`src/rtl/tod_ts_capture.sv`:
```
// Time-of-day timestamp capture: PPS-disciplined second/nanosecond timebase,
// per-channel event capture with overflow counting, checksum stage and record FIFO.
module tod_ts_capture #(
    parameter int unsigned NUM_CH        = 4,
    parameter int unsigned CLK_PERIOD_NS = 8,
    parameter int unsigned FIFO_DEPTH    = 16,
    parameter int unsigned FREERUN       = 1
) (
    input  logic                        clk_125m,
    input  logic                        rst,
    input  logic                        pps_in,
    input  logic [31:0]                 tod_sec_in,
    input  logic [NUM_CH-1:0]           trig_in,
    output logic                        ts_vld,
    input  logic                        ts_rdy,
    output logic [3:0]                  ts_ch,
    output logic [31:0]                 ts_sec,
    output logic [31:0]                 ts_nano_sec,
    output logic [7:0]                  ts_checksum,
    output logic [$clog2(FIFO_DEPTH):0] fifo_level,
    output logic [15:0]                 ovf_cnt,
    output logic                        pps_lost
);

    localparam int unsigned AW      = $clog2(FIFO_DEPTH);
    localparam int unsigned RW      = 4 + 32 + 32 + 8;
    localparam logic [31:0] NS_LAST = 32'(1_000_000_000 - CLK_PERIOD_NS);
    localparam logic [31:0] NS_STEP = 32'(CLK_PERIOD_NS);

    logic              pps_s1_q, pps_s2_q, pps_s3_q, pps_s1_d, pps_s2_d, pps_s3_d;
    logic [NUM_CH-1:0] trig_s1_q, trig_s2_q, trig_s3_q, trig_s1_d, trig_s2_d, trig_s3_d;
    logic              pps_edge;
    logic [NUM_CH-1:0] trig_edge;

    logic [31:0] nano_q, nano_d, sec_q, sec_d;
    logic        pps_lost_q, pps_lost_d;

    logic [31:0]       cap_sec_q  [NUM_CH];
    logic [31:0]       cap_sec_d  [NUM_CH];
    logic [31:0]       cap_nano_q [NUM_CH];
    logic [31:0]       cap_nano_d [NUM_CH];
    logic [NUM_CH-1:0] pend_q, pend_d;
    logic [15:0]       ovf_q, ovf_d;
    logic [4:0]        ovf_inc;
    logic [16:0]       ovf_sum;
    logic [31:0]       snap_sec, snap_nano;
    logic              sel_vld, move;
    logic [3:0]        sel_idx;
    logic [AW+1:0]     occ;

    logic        stg_vld_q, stg_vld_d;
    logic [3:0]  stg_ch_q, stg_ch_d;
    logic [31:0] stg_sec_q, stg_sec_d, stg_nano_q, stg_nano_d, sel_sec, sel_nano;
    logic [7:0]  stg_sum_q, stg_sum_d;

    logic [RW-1:0] mem_q [FIFO_DEPTH];
    logic [RW-1:0] head;
    logic [AW-1:0] wr_ptr_q, wr_ptr_d, rd_ptr_q, rd_ptr_d;
    logic [AW:0]   level_q, level_d;
    logic          push, pop;

    assign ts_vld = (level_q != '0);
    assign pop    = ts_vld && ts_rdy;
    assign push   = stg_vld_q;

    // Synchronisers, edge detection and the sec/nanosecond timebase.
    always_comb begin
        pps_s1_d   = pps_in;
        pps_s2_d   = pps_s1_q;
        pps_s3_d   = pps_s2_q;
        trig_s1_d  = trig_in;
        trig_s2_d  = trig_s1_q;
        trig_s3_d  = trig_s2_q;
        pps_edge   = pps_s2_q & ~pps_s3_q;
        trig_edge  = trig_s2_q & ~trig_s3_q;
        nano_d     = nano_q;
        sec_d      = sec_q;
        pps_lost_d = pps_lost_q;
        if (pps_edge) begin
            nano_d     = '0;
            sec_d      = tod_sec_in;
            pps_lost_d = 1'b0;
        end else if (nano_q < NS_LAST) begin
            nano_d = nano_q + NS_STEP;
        end else begin
            pps_lost_d = 1'b1;
            if (FREERUN != 0) begin
                nano_d = '0;
                sec_d  = sec_q + 32'd1;
            end
        end
    end

    // Per-channel capture, pending flags, overflow count and lowest-index drain.
    always_comb begin
        sel_vld = 1'b0;
        sel_idx = '0;
        for (int unsigned i = 0; i < NUM_CH; i++) begin
            if (!sel_vld && pend_q[i]) begin
                sel_vld = 1'b1;
                sel_idx = 4'(i);
            end
        end
        // Room counts the record already in the checksum stage and any pop this cycle.
        occ  = {1'b0, level_q} + (AW + 2)'(stg_vld_q) - (AW + 2)'(pop);
        move = sel_vld && (occ < (AW + 2)'(FIFO_DEPTH));
        // A PPS edge in the same cycle as a trigger is already reflected in the snapshot.
        snap_sec   = pps_edge ? tod_sec_in : sec_q;
        snap_nano  = pps_edge ? '0 : nano_q;
        pend_d     = pend_q;
        cap_sec_d  = cap_sec_q;
        cap_nano_d = cap_nano_q;
        ovf_inc    = '0;
        for (int unsigned i = 0; i < NUM_CH; i++) begin
            if (move && (sel_idx == 4'(i))) pend_d[i] = 1'b0;
            if (trig_edge[i]) begin
                if (pend_q[i]) begin
                    ovf_inc = ovf_inc + 5'd1;
                end else begin
                    pend_d[i]     = 1'b1;
                    cap_sec_d[i]  = snap_sec;
                    cap_nano_d[i] = snap_nano;
                end
            end
        end
        ovf_sum = {1'b0, ovf_q} + 17'(ovf_inc);
        ovf_d   = ovf_sum[16] ? 16'hFFFF : ovf_sum[15:0];
    end

    // Checksum stage fed by the selected channel, then FIFO pointer/level update.
    always_comb begin
        sel_sec  = '0;
        sel_nano = '0;
        for (int unsigned i = 0; i < NUM_CH; i++) begin
            if (sel_idx == 4'(i)) begin
                sel_sec  = cap_sec_q[i];
                sel_nano = cap_nano_q[i];
            end
        end
        stg_vld_d  = move;
        stg_ch_d   = stg_ch_q;
        stg_sec_d  = stg_sec_q;
        stg_nano_d = stg_nano_q;
        stg_sum_d  = stg_sum_q;
        if (move) begin
            stg_ch_d   = sel_idx;
            stg_sec_d  = sel_sec;
            stg_nano_d = sel_nano;
            stg_sum_d  = sel_sec[7:0] + sel_sec[15:8] + sel_sec[23:16] + sel_sec[31:24]
                       + sel_nano[7:0] + sel_nano[15:8] + sel_nano[23:16] + sel_nano[31:24]
                       + {4'b0, sel_idx};
        end
        wr_ptr_d = push ? wr_ptr_q + AW'(1) : wr_ptr_q;
        rd_ptr_d = pop  ? rd_ptr_q + AW'(1) : rd_ptr_q;
        level_d  = level_q + (AW + 1)'(push) - (AW + 1)'(pop);
    end

    // State register with synchronous reset.
    always_ff @(posedge clk_125m) begin
        if (rst) begin
            pps_s1_q   <= 1'b0;
            pps_s2_q   <= 1'b0;
            pps_s3_q   <= 1'b0;
            trig_s1_q  <= '0;
            trig_s2_q  <= '0;
            trig_s3_q  <= '0;
            nano_q     <= '0;
            sec_q      <= '0;
            pps_lost_q <= 1'b0;
            cap_sec_q  <= '{default: '0};
            cap_nano_q <= '{default: '0};
            pend_q     <= '0;
            ovf_q      <= '0;
            stg_vld_q  <= 1'b0;
            stg_ch_q   <= '0;
            stg_sec_q  <= '0;
            stg_nano_q <= '0;
            stg_sum_q  <= '0;
            wr_ptr_q   <= '0;
            rd_ptr_q   <= '0;
            level_q    <= '0;
        end else begin
            pps_s1_q   <= pps_s1_d;
            pps_s2_q   <= pps_s2_d;
            pps_s3_q   <= pps_s3_d;
            trig_s1_q  <= trig_s1_d;
            trig_s2_q  <= trig_s2_d;
            trig_s3_q  <= trig_s3_d;
            nano_q     <= nano_d;
            sec_q      <= sec_d;
            pps_lost_q <= pps_lost_d;
            cap_sec_q  <= cap_sec_d;
            cap_nano_q <= cap_nano_d;
            pend_q     <= pend_d;
            ovf_q      <= ovf_d;
            stg_vld_q  <= stg_vld_d;
            stg_ch_q   <= stg_ch_d;
            stg_sec_q  <= stg_sec_d;
            stg_nano_q <= stg_nano_d;
            stg_sum_q  <= stg_sum_d;
            wr_ptr_q   <= wr_ptr_d;
            rd_ptr_q   <= rd_ptr_d;
            level_q    <= level_d;
        end
    end

    // Record storage; contents are don't-care until written.
    always_ff @(posedge clk_125m) begin
        if (push) mem_q[wr_ptr_q] <= {stg_ch_q, stg_sec_q, stg_nano_q, stg_sum_q};
    end

    assign head        = mem_q[rd_ptr_q];
    assign ts_ch       = ts_vld ? head[75:72] : '0;
    assign ts_sec      = ts_vld ? head[71:40] : '0;
    assign ts_nano_sec = ts_vld ? head[39:8]  : '0;
    assign ts_checksum = ts_vld ? head[7:0]   : '0;
    assign fifo_level  = level_q;
    assign ovf_cnt     = ovf_q;
    assign pps_lost    = pps_lost_q;

endmodule

```
`config.mk`:
```
export PLATFORM = sky130hd
export DESIGN_NAME = tod_ts_capture
export DESIGN_NICKNAME = d
export VERILOG_FILES = /design/src/rtl/tod_ts_capture.sv
export SDC_FILE = /design/constraint.sdc
export NUM_CORES = 2
export LEC_CHECK = 0
export ABC_AREA = 1
export CAP_MARGIN = 10
export CORE_MARGIN = 3
export CORE_UTILIZATION = 58
export DETAILED_ROUTE_END_ITERATION = 7
export PLACE_DENSITY = 0.75
export REMOVE_ABC_BUFFERS = 1
export SYNTH_ARGS = -nofsm -noshare
export SYNTH_HDL_FRONTEND = slang
export SYNTH_SLANG_ARGS = --single-unit
```
`constraint.sdc`:
```
create_clock -name clk_125m -period 13.1 [get_ports clk_125m]
set_input_delay 1.965 -clock clk_125m [delete_from_list [all_inputs] [get_ports clk_125m]]
set_output_delay 1.965 -clock clk_125m [all_outputs]
set_load 0.005 [all_outputs]
```
==> results.yml <==
status:
  outcome: "finished clean"
clock_tree:
  cts_inserted_buffers: 155
  cts_tree: "built"
  cts_root_buf: "clkbuf_16"
  clock_sinks: 1566
  post_cts_buffers: 0
  ctsResizeCount: 0
  cts-htree-levels: 4
  clk_latency_ns: 0.76
  clock_path_buffers: 3
  holdBufCountCts: 0
  clk_pin_slew_ns: 0.06
route:
  drt-total-wl_um: 170000
  viasPerCell: 6.36
  wire_per_inst_um: 23.9
  drtPass1Iterations: 6
  vias: 45400
  remaining_drc_errors: 0
  initialDrtViolationCount: 6080
  drtAntennaViolNets: 0
final_layout:
  multi_input_area_mm2: 0.0180
  regArea_mm2: 0.0427
  syn2layout_area_growth_pct: 11.7
  post_route_cells_drive_above_1_share: 0.0607
  num_antenna_cells: 0
  final_nets: 5718
  fill_cells: 7679
timing:
  slew_headroom: 0.191
  slew_violations: 0
  whs_ns: 0.399
  setup_viol: 0
  tightestPinTransition_ns: 1.21
  finalHoldViolCount: 0
  fin_crit_sh: 0.616
  rsz0062_at_grt: "false"
  fin_crit_ns: 8.07
  fin_ws_ns: 5.03
  final.setup_skew_ns: 0.0301
  max_freq_mhz: 124
placed_design:
  dpl.hpwl_um: 90300
  place_ws_ns: 6.03
  port_buffers: 133
  routabilityCongestion: 0.892
logic_synthesis:
  syn_area_mm2: 0.0632
  synth_top_cell_by_area: "edfxtp_1"
  synth.area.top_cells: "edfxtp_1 54%, dfxtp_1 14%, o21ai_0 7.5%, nor2_1 4.9%, a21oi_1 3.0%"
  yosys-top-cells-count: "1136 x edfxtp_1, 954 x o21ai_0, 831 x nor2_1"
  postSynthAreaPerCell_um2: 11.2
  ys_types: 52
  synth_ff_type: "edfxtp_1"
  yosys_warnings: 0
  synth_seq_cells: 1566
  synth_edf_count: 1136
  synth.yosys.seq_area_share: 0.675
  async_flop_share: 0
  synth_most_common_cell: "edfxtp_1"
  synth_top_cell_area_share: 0.539
  netlist_instances: 5652
critical_path:
  ff2ff_setup_slack_ns: 6.38
  reg2reg_from: "pend_q[0]$_SDFF_PP0_"
  startpoint_type: "flip-flop"
  reg2reg_depth: 23
  crit_arrival_ns: 6.11
  r2r-end: "stg_sum_q[7]$_SDFFE_PP0P_"
  cp.required_ns: 11.14
  crit_type: "reg -> out"
  endpoint_kind: "primary output"
  cp_max_fo: 123
die:
  initial_utilization: 0.587
  die_h_um: 336
  rows: 120
  die_area_mm2: 0.113
  core_area_mm2: 0.108
  io_pins: 139
  die_w_um: 336
grt:
  grt_max_degree: 212
  grt_overflow: 0
  grt_pass1_vias: 43400
  grt.total_usage: 0.298
  antenna_found_initial: 0
  grt_pass1_wl_um: 257000
min_path:
  hold_end: "trig_s2_q[0]$_SDFF_PP0_"
  hold_depth: 2
  hp-start: "trig_s1_q[0]$_SDFF_PP0_"
  hold_class: "reg -> reg"
pwr:
  irDropWorstVdd_mv: 0.118
  p_leak_uw: 0.0240
  total_power_uw: 13700
  power_density_mw_per_mm2: 194
run:
  max-cap-violations: 0
-- worst max-delay path: stages (launching register included) --
cell             delay (ns)
dfxtp_4                0.87
buf_4                  0.70
buf_4                  1.02
buf_4                  0.93
o21ai_0                0.29
o221ai_1               0.31
nand3_1                0.14
a21oi_1                0.31
clkdlybuf4s50_1        0.56
-- how the worst max path moves through the flow --
stage                      end
2_1_floorplan   ts_checksum[5]
3_3_place_gp   ts_nano_sec[19]
3_5_place_dp   ts_nano_sec[19]
4_1_cts        ts_nano_sec[21]
5_1_grt        ts_nano_sec[21]
6_report       ts_nano_sec[21]
-- flip-flops by register name (all words and copies together), names as in the netlist, 5 cells and up, named ones only --
| name | cells |
|---|---|
| fifo_level | 5 |
| mem_q | 1136 |
| cap_nano_q | 116 |
| stg_nano_q | 29 |
| ovf_cnt | 16 |
| cap_sec_q | 128 |
| nano_q | 29 |
| stg_sum_q | 8 |
| stg_sec_q | 32 |
| sec_q | 32 |
-- final cells by class --
| type | count | area share |
|---|---|---|
| Sequential cell | 1566 | 0.605 |
| Multi-Input combinational cell | 3392 | 0.255 |
| Clock buffer | 224 | 0.0641 |
| Timing Repair Buffer | 201 | 0.0262 |
| Tap cell | 1403 | 0.0248 |
| Inverter | 292 | 0.0160 |
| Clock inverter | 58 | 0.00864 |
-- routing by layer --
layer	vias up	GRT usage	wire, um
met5	-	0	0
met4	0	0.120	6020
met3	368	0.0573	18800
met2	2657	0.467	78900
met1	22000	0.413	66700
li1	20400	-	-
-- cells in the final DEF, fill, tap and decap left out, types with 5 or more instances in the layout --
| master | count |
|---|---|
| nor3b_1 | 6 |
| fa_1 | 40 |
| conb_1 | 7 |
| clkbuf_8 | 18 |
| clkinv_2 | 15 |
| clkinv_1 | 27 |
| nor3_1 | 32 |
| a211oi_1 | 7 |
| o221ai_1 | 208 |
| nand2_1 | 389 |
| inv_2 | 10 |
| a32o_1 | 7 |
| buf_4 | 67 |
| o22ai_1 | 89 |
| nor2_1 | 810 |
| clkdlybuf4s50_1 | 132 |
| nand4_1 | 38 |
| a21oi_1 | 385 |
| clkbuf_1 | 41 |
| xnor2_1 | 6 |
| o21a_1 | 5 |
| a31oi_1 | 20 |
| dfxtp_1 | 426 |
| o2111ai_1 | 11 |
| bufinv_16 | 12 |
| ha_1 | 30 |
| clkbuf_16 | 165 |
| inv_1 | 274 |
| o31ai_1 | 7 |
| nor2_4 | 23 |
| edfxtp_1 | 1136 |
| nor4_1 | 6 |
| o21ai_0 | 954 |
| a221oi_1 | 12 |
| nand3_1 | 144 |
| o211ai_1 | 94 |
| xor2_1 | 26 |
| or2_2 | 5 |
-- cell families (layout without fill, tap and decap cells) --
logic type / after synthesis / in the layout / synth area share
flops: 1566 / 1566 / 0.675
compound gates: 1811 / 1811 / 0.165
xor+xnor: 32 / 32 / 0.00443
other cells: 1 / 7 / 0.0000593
buf+inv: 700 / 775 / 0.0423
simple gates: 1472 / 1472 / 0.0944
fa+ha+maj: 70 / 70 / 0.0186
-- through the flow --
step / util / cells / instance area, um^2 / TNS [ns]
final: 0.656 / 7136 / 70700 / 0
after detailed placement: 0.609 / 6854 / 65500 / 0
after CTS: 0.656 / 7136 / 70700 / 0
after floorplan: - / 5250 / 61700 / -686.11
after global routing: 0.656 / 7136 / 70700 / 0
after global placement: 0.609 / 6854 / 65500 / 0
-- where the power goes --
| part | total (uW) | leakage (uW) | internal (uW) | switching, uW |
|---|---|---|---|---|
| Sequential | 6650 | 0.0139 | 6060 | 595 |
| Clock | 4470 | 0.00251 | 2640 | 1830 |
| Combinational | 2610 | 0.00753 | 910 | 1700 |
No activity file was read; power rests on OpenSTA's default activity.
